$ cat src/rtl/lvds_word_aligner_if.sv
// Bus between the ISERDES capture side and the word aligner.
// It carries the raw serial bits in, and the aligned words and sync status out.
interface lvds_word_aligner_if #(
    parameter int unsigned DATA_WIDTH = 10,
    parameter int unsigned IN_BITS    = 4
);
    logic [IN_BITS-1:0]    din;
    logic                  din_valid;
    logic [DATA_WIDTH-1:0] pixel_data;
    logic                  pixel_data_valid;
    logic                  receiver_locked;
    logic                  frame_start;
    logic                  frame_end;
    logic                  line_start;
    logic                  line_end;
    logic                  in_frame;
    logic                  in_line;
    logic                  sync_error;
    logic [7:0]            slip_count;

    modport master (
        output din, din_valid,
        input  pixel_data, pixel_data_valid, receiver_locked,
        input  frame_start, frame_end, line_start, line_end,
        input  in_frame, in_line, sync_error, slip_count
    );

    modport slave (
        input  din, din_valid,
        output pixel_data, pixel_data_valid, receiver_locked,
        output frame_start, frame_end, line_start, line_end,
        output in_frame, in_line, sync_error, slip_count
    );
endinterface

$ cat src/rtl/lvds_word_aligner.sv
// Word aligner for the RxClkDiv domain: a gearbox that finds start/stop framing by
// bit-slipping, tracks lock, and decodes and strips embedded frame/line sync words.
module lvds_word_aligner #(
    parameter int unsigned DATA_WIDTH         = 10,
    parameter int unsigned IN_BITS            = 4,
    parameter int unsigned LOCK_COUNT         = 16,
    parameter int unsigned LOSS_COUNT         = 4,
    parameter bit          USE_EMBEDDED_SYNCS = 1'b1
) (
    input  logic                RxClkDiv,
    input  logic                Reset,
    lvds_word_aligner_if.slave  bus
);
    localparam int unsigned FRAME_LEN = DATA_WIDTH + 2;
    localparam int unsigned BUF_W     = FRAME_LEN + IN_BITS;
    localparam int unsigned FILL_W    = $clog2(BUF_W + 1);

    typedef enum logic [1:0] {HUNT = 2'd0, VERIFY = 2'd1, LOCKED = 2'd2} state_t;

    state_t                state, state_nxt;
    logic [BUF_W-1:0]      bit_buf, buf_nxt;
    logic [FILL_W-1:0]     fill, fill_nxt, consumed, kept;
    logic [7:0]            good_cnt, good_nxt, bad_cnt, bad_nxt, slip_cnt, slip_nxt;
    logic [FRAME_LEN-1:0]  frame;
    logic [DATA_WIDTH-1:0] word;
    logic                  frame_ok, have_frame, slip_req, do_eval;
    logic                  deliver, drop_lock, armed;

    assign frame      = bit_buf[FRAME_LEN-1:0];
    assign word       = frame[DATA_WIDTH:1];
    assign frame_ok   = frame[0] & ~frame[FRAME_LEN-1];
    assign have_frame = fill >= FILL_W'(FRAME_LEN);
    assign slip_req   = have_frame && !frame_ok && (state != LOCKED);
    // A slip needs one bit past the frame; until it arrives the frame is simply held.
    assign do_eval    = have_frame && (!slip_req || (fill >= FILL_W'(FRAME_LEN + 1)));

    // Next-state: alignment FSM, counters and gearbox bookkeeping.
    always_comb begin
        state_nxt = state;
        good_nxt  = good_cnt;
        bad_nxt   = bad_cnt;
        slip_nxt  = slip_cnt;
        deliver   = 1'b0;
        drop_lock = 1'b0;
        consumed  = '0;
        if (do_eval) begin
            if (slip_req) begin
                consumed  = FILL_W'(FRAME_LEN + 1);
                state_nxt = HUNT;
                good_nxt  = '0;
                if (slip_cnt != 8'hFF) slip_nxt = slip_cnt + 8'd1;
            end else begin
                consumed = FILL_W'(FRAME_LEN);
                case (state)
                    HUNT, VERIFY: begin
                        good_nxt  = good_cnt + 8'd1;
                        state_nxt = VERIFY;
                        if (good_cnt + 8'd1 >= 8'(LOCK_COUNT)) begin
                            state_nxt = LOCKED;
                            bad_nxt   = '0;
                            slip_nxt  = '0;
                        end
                    end
                    default: begin
                        if (frame_ok) begin
                            bad_nxt = '0;
                            deliver = 1'b1;
                        end else if (bad_cnt + 8'd1 >= 8'(LOSS_COUNT)) begin
                            state_nxt = HUNT;
                            good_nxt  = '0;
                            bad_nxt   = '0;
                            drop_lock = 1'b1;
                        end else begin
                            bad_nxt = bad_cnt + 8'd1;
                            deliver = 1'b1;
                        end
                    end
                endcase
            end
        end
        kept     = fill - consumed;
        buf_nxt  = bit_buf >> consumed;
        fill_nxt = kept;
        if (bus.din_valid) begin
            buf_nxt  = buf_nxt | (BUF_W'(bus.din) << kept);
            fill_nxt = kept + FILL_W'(IN_BITS);
        end
    end

    always_ff @(posedge RxClkDiv or posedge Reset) begin
        if (Reset) begin
            state    <= HUNT;
            bit_buf  <= '0;
            fill     <= '0;
            good_cnt <= '0;
            bad_cnt  <= '0;
            slip_cnt <= '0;
        end else begin
            state    <= state_nxt;
            bit_buf  <= buf_nxt;
            fill     <= fill_nxt;
            good_cnt <= good_nxt;
            bad_cnt  <= bad_nxt;
            slip_cnt <= slip_nxt;
        end
    end

    assign bus.slip_count = slip_cnt;

    // Output stage: pixel delivery and the marker/code sync decoder.
    always_ff @(posedge RxClkDiv or posedge Reset) begin
        if (Reset) begin
            bus.pixel_data       <= '0;
            bus.pixel_data_valid <= 1'b0;
            bus.receiver_locked  <= 1'b0;
            bus.frame_start      <= 1'b0;
            bus.frame_end        <= 1'b0;
            bus.line_start       <= 1'b0;
            bus.line_end         <= 1'b0;
            bus.in_frame         <= 1'b0;
            bus.in_line          <= 1'b0;
            bus.sync_error       <= 1'b0;
            armed                <= 1'b0;
        end else begin
            bus.pixel_data_valid <= 1'b0;
            bus.frame_start      <= 1'b0;
            bus.frame_end        <= 1'b0;
            bus.line_start       <= 1'b0;
            bus.line_end         <= 1'b0;
            bus.sync_error       <= 1'b0;
            bus.receiver_locked  <= (state_nxt == LOCKED);
            if (drop_lock) begin
                bus.in_frame <= 1'b0;
                bus.in_line  <= 1'b0;
                armed        <= 1'b0;
            end else if (deliver) begin
                if (USE_EMBEDDED_SYNCS && armed) begin
                    armed <= 1'b0;
                    case (word)
                        DATA_WIDTH'(0): begin
                            bus.frame_start <= 1'b1;
                            bus.in_frame    <= 1'b1;
                        end
                        DATA_WIDTH'(1): begin
                            bus.frame_end <= 1'b1;
                            bus.in_frame  <= 1'b0;
                            bus.in_line   <= 1'b0;
                        end
                        DATA_WIDTH'(2): begin
                            bus.line_start <= 1'b1;
                            bus.in_line    <= 1'b1;
                        end
                        DATA_WIDTH'(3): begin
                            bus.line_end <= 1'b1;
                            bus.in_line  <= 1'b0;
                        end
                        default: bus.sync_error <= 1'b1;
                    endcase
                end else if (USE_EMBEDDED_SYNCS && (&word)) begin
                    armed <= 1'b1;
                end else begin
                    bus.pixel_data_valid <= 1'b1;
                    bus.pixel_data       <= word;
                end
            end
        end
    end
endmodule

$ cat src/flat_wrapper.sv
// flat-port wrapper written by rule: the top's interface ports become plain ports
module lvds_word_aligner_flat 
#(
    parameter int unsigned DATA_WIDTH         = 10,
    parameter int unsigned IN_BITS            = 4,
    parameter int unsigned LOCK_COUNT         = 16,
    parameter int unsigned LOSS_COUNT         = 4,
    parameter bit          USE_EMBEDDED_SYNCS = 1'b1
)
  (RxClkDiv, Reset, bus_din, bus_din_valid, bus_pixel_data, bus_pixel_data_valid, bus_receiver_locked, bus_frame_start, bus_frame_end, bus_line_start, bus_line_end, bus_in_frame, bus_in_line, bus_sync_error, bus_slip_count);
  lvds_word_aligner_if #(.DATA_WIDTH(DATA_WIDTH), .IN_BITS(IN_BITS)) bus_i ();
  input  logic RxClkDiv;
  input  logic Reset;
  input wire logic [$bits(bus_i.din)-1:0] bus_din;
  input wire logic [$bits(bus_i.din_valid)-1:0] bus_din_valid;
  output wire logic [$bits(bus_i.pixel_data)-1:0] bus_pixel_data;
  output wire logic [$bits(bus_i.pixel_data_valid)-1:0] bus_pixel_data_valid;
  output wire logic [$bits(bus_i.receiver_locked)-1:0] bus_receiver_locked;
  output wire logic [$bits(bus_i.frame_start)-1:0] bus_frame_start;
  output wire logic [$bits(bus_i.frame_end)-1:0] bus_frame_end;
  output wire logic [$bits(bus_i.line_start)-1:0] bus_line_start;
  output wire logic [$bits(bus_i.line_end)-1:0] bus_line_end;
  output wire logic [$bits(bus_i.in_frame)-1:0] bus_in_frame;
  output wire logic [$bits(bus_i.in_line)-1:0] bus_in_line;
  output wire logic [$bits(bus_i.sync_error)-1:0] bus_sync_error;
  output wire logic [$bits(bus_i.slip_count)-1:0] bus_slip_count;
  assign bus_i.din = bus_din;
  assign bus_i.din_valid = bus_din_valid;
  assign bus_pixel_data = bus_i.pixel_data;
  assign bus_pixel_data_valid = bus_i.pixel_data_valid;
  assign bus_receiver_locked = bus_i.receiver_locked;
  assign bus_frame_start = bus_i.frame_start;
  assign bus_frame_end = bus_i.frame_end;
  assign bus_line_start = bus_i.line_start;
  assign bus_line_end = bus_i.line_end;
  assign bus_in_frame = bus_i.in_frame;
  assign bus_in_line = bus_i.in_line;
  assign bus_sync_error = bus_i.sync_error;
  assign bus_slip_count = bus_i.slip_count;
  lvds_word_aligner #(.DATA_WIDTH(DATA_WIDTH), .IN_BITS(IN_BITS), .LOCK_COUNT(LOCK_COUNT), .LOSS_COUNT(LOSS_COUNT), .USE_EMBEDDED_SYNCS(USE_EMBEDDED_SYNCS)) u_core (.RxClkDiv(RxClkDiv), .Reset(Reset), .bus(bus_i));
endmodule
$ cat config.mk
export PLATFORM = sky130hd
export DESIGN_NAME = lvds_word_aligner_flat
export DESIGN_NICKNAME = d
export VERILOG_FILES = /design/src/rtl/lvds_word_aligner_if.sv /design/src/rtl/lvds_word_aligner.sv /design/src/flat_wrapper.sv
export SDC_FILE = /design/constraint.sdc
export NUM_CORES = 1
export LEC_CHECK = 0
export ABC_AREA = 1
export CORE_AREA = 4 4 73 102
export DETAILED_ROUTE_END_ITERATION = 16
export DIE_AREA = 0 0 77 106
export PLACE_DENSITY = 0.77
export SYNTH_ARGS = -nofsm -noshare
export SYNTH_HDL_FRONTEND = slang
export SYNTH_SLANG_ARGS = --single-unit
$ cat constraint.sdc
create_clock -name RxClkDiv -period 3.2 [get_ports RxClkDiv]
set_input_delay 0.96 -clock RxClkDiv [delete_from_list [all_inputs] [get_ports RxClkDiv]]
set_output_delay 0.96 -clock RxClkDiv [all_outputs]
set_load 0.005 [all_outputs]
==> impl_results.md <==
* Drt pass-1 iters at 4
* Drt via density at 5.28
* Worst Skew at 0.0102 ns
* Gate power share at 54.7%
* Max Root-Sink Buffers at 2
* Yosys warning total at 0
* Setup Viol. Count Final at 0
* Setup crit start kind: flop
* Post-cts sizing count at 0
* Worst slew pin tran at 0.398 ns
* Crit path capture type: flop
* Clk pwr share at 16.2%
* Placer congestion estimate at 0.906
* Total gr overflow at 0
* Largest net degree at the start of global routing at 68
* DR iter-0 viols at 169
* Post-Synth Simple-Gate Area at 36.0%
* Avg WL per Cell at 12.8 um
* Setup TNS at 0 ns
* Largest family of logic cells by synthesized area: simple AND/OR/NAND/NOR gates
* Clk root buf: clkbuf_8
* Number of CTS-inserted buffers at 9
* Ratio of cells with drive above 1 in the final layout at 12.5%
* Mapped Nets at 482
* Synth Area in Compound Gates at 7.27%
* Relative slew slack at 73.5%
* Post-DP HPWL at 5490 um
* Post-synth ARST share at 100%
* Slew Viols, Final at 0
* Ant. Diodes at 0
* Hold/Removal Path Class: reg -> reg
* Final WL at 7490 um
* Height of the die at 106 um
* Switching power at 1970 uW
* Row Count at 35
* Core area at 0.00653 mm2
* Post-DRT Antenna Nets at 0
* Proportion of synthesized area in mux cells at 0%
* Net Sw Frac at 50.3%
* Max-cap viol count at 0
* Post-synthesis xor/xnor area fraction at 1.94%
* Crit-path max FO at 9
* GRT Util Overall at 19.5%
* Cts hold-fix bufs at 0
* Critical path class: reg -> reg
* Number of global-route vias before repair at 2939
* CTS tree: yes
* Clock sink count at 67
* Setup bufs post-CTS at 0
* Clock period minus worst slack at 2.45 ns
* Hold WS at 0.491 ns
* Global-route wire length before repair at 13000 um
* Worst Path Required at 3.49 ns
* Post-route DRC at 0
* Pint at 1940 uW
* Register bit count reported by yosys at 67
* Final hold vios at 0
* Post-synthesis sequential area ratio at 46.4%
* Worst VDD drop at 0.921 mV
* Power density cells at 928 mW/mm2
* Dominant synthesized flop cell: dfrtp_1
* Input/output buffers at 33
* Status: complete, no violations
* Distinct cells, synth at 32
* Clock slew at reported path FFs at 0.08 ns
* Syn Area/Cell at 7.73 um2
* Starting Density at 55.4%
* Mapped Cells at 468
* WP data arrival at 2.74 ns
* H-Tree Depth at 3
* Die area at 0.00816 mm2
* Routed vias at 3093
* Highest Clock Rate at 409 MHz
* Initial antenna violation count at 0
* IO Count at 34
* Mapped cell area at 0.00362 mm2
* Post-synth EDFFs at 0
* Clk_lat worst skew at 0.35 ns
* Final Cycle Share at 76.4%
* Seq pwr share at 29.1%
* RSZ-0062 raised after global routing: no
* Area growth syn-to-layout at 16.4%
* Post-Synth Adder-Cell Area at 2.42%
* NumNets Final at 521
* Die width at 77 um
* Leak pwr at 0.00216 uW
cells in the final DEF (no fill, tap or decap), types with 2 or more instances in the layout:
cell type          n
a21oi_1            3
buf_4              2
clkbuf_8          10
clkdlybuf4s50_1   33
clkinv_2           2
clkinvlp_4         3
dfrtp_1           67
ha_1               7
inv_1             37
inv_2              9
nand2_1          153
nand2_2           14
nand2_4            3
nand3_1           27
nand3_2            2
nand4_1           17
nand4_2            2
nor2_1            45
nor2_2             6
nor2_4             3
nor3_1             6
o21ai_0           34
o21ai_1            4
o221ai_1           3
or2_2              4
xnor2_1            2
xor2_1             6
metrics by stage:
stage	power (uW)	worst slack, ns	util (%)	cell area [um2]	instances
finish	3910	0.755	64.5	4210	586
detailed placement	3280	0.778	61.8	4030	570
global placement	3230	0.855	61.8	4030	570
global route	4280	0.497	64.5	4210	586
floorplan	2770	0.557	-	3620	468
CTS	3930	0.763	64.5	4210	586
layer usage:
metal | vias up | GRT usage (%) | share of wire (%)
li1 | 1582 | - | -
met1 | 1431 | 23.4 | 45
met2 | 59 | 32.7 | 49
met3 | 21 | 2.97 | 2.9
met4 | 0 | 12.5 | 3.4
met5 | - | 0 | 0
registers in the layout, summed over array words and instances (netlist names), 2 cells and up:
register / flops
u_core.bit_buf: 16
u_core.bus.pixel_data: 10
u_core.good_cnt: 8
u_core.bus.slip_count: 8
u_core.bad_cnt: 8
u_core.fill: 5
u_core.state: 2
area by class of cell:
cell class / count / area, um2
timing repair buffer: 36 / 365
inverter: 46 / 173
multi-input combinational: 347 / 1720
clock buffer: 10 / 138
clock inverter: 6 / 41.3
sequential: 67 / 1680
tap: 74 / 92.6
fill: 595 / 2320
synthesized netlist by cell type, types with 3 or more instances:
master / count / area [um2]
inv_2: 8 / 30.0
dfrtp_1: 67 / 1680
nand2_2: 14 / 87.6
or2_2: 4 / 25.0
nand3_1: 27 / 135
nand2_4: 3 / 33.8
ha_1: 7 / 87.6
xor2_1: 6 / 52.6
buf_4: 3 / 22.5
nor3_1: 6 / 30.0
nand2_1: 153 / 574
o21ai_1: 4 / 20.0
o21ai_0: 34 / 170
a21oi_1: 3 / 15.0
nor2_1: 45 / 169
nor2_2: 6 / 37.5
nand4_1: 17 / 106
nor2_4: 3 / 33.8
inv_1: 38 / 143
o221ai_1: 3 / 26.3
worst max-delay path, stage by stage (launching register included):
cell and delay, ns:
dfrtp_1 0.45, inv_2 0.09, nand2_4 0.10, inv_2 0.05
nor2_4 0.18, nand2_1 0.20, inv_1 0.10, ha_1 0.31
o21ai_0 0.26, inv_1 0.07, nor2_1 0.10, inv_1 0.06
nor2_1 0.15, nand3_1 0.09, nand2_1 0.07, nand2_1 0.06
nand2_1 0.06
path summary, 6_finish.rpt:
path,startpoint,to,slack (ns),depth (start not counted)
worst max register to register,u_core.fill[4]$_DFF_PP0_,u_core.bit_buf[9]$_DFF_PP0_,0.75,16
worst min-delay path,u_core.bit_buf[12]$_DFF_PP0_,u_core.bit_buf[12]$_DFF_PP0_,0.49,2
worst max-delay path,u_core.fill[4]$_DFF_PP0_,u_core.bit_buf[9]$_DFF_PP0_,0.75,16
min in group asynchronous,Reset,u_core.good_cnt[4]$_DFFE_PP0P_,1.00,3
worst min register to register,u_core.bit_buf[12]$_DFF_PP0_,u_core.bit_buf[12]$_DFF_PP0_,0.49,2
max in group asynchronous,Reset,u_core.bit_buf[7]$_DFF_PP0_,1.92,3
kinds of logic (layout without fill, tap and decap cells):
group                    after synthesis  count (layout)
flip-flops                            67              67
adder cells (fa/ha/maj)                7               7
AND/OR/NAND/NOR                      284             284
buffers and inverters                 54              98
AO/OA/AOI/OAI                         48              48
XOR/XNOR                               8               8
power groups by stage:
stage          registers, uW  logic [uW]  clock network [uW]
6_report                1140        2140                 633
3_5_place_dp            1150        2130                   0
4_1_cts                 1130        2150                 652
2_1_floorplan           1110        1660                   0
3_3_place_gp            1140        2080                   0
5_1_grt                 1160        2440                 686
No activity file was read; power rests on OpenSTA's default activity.
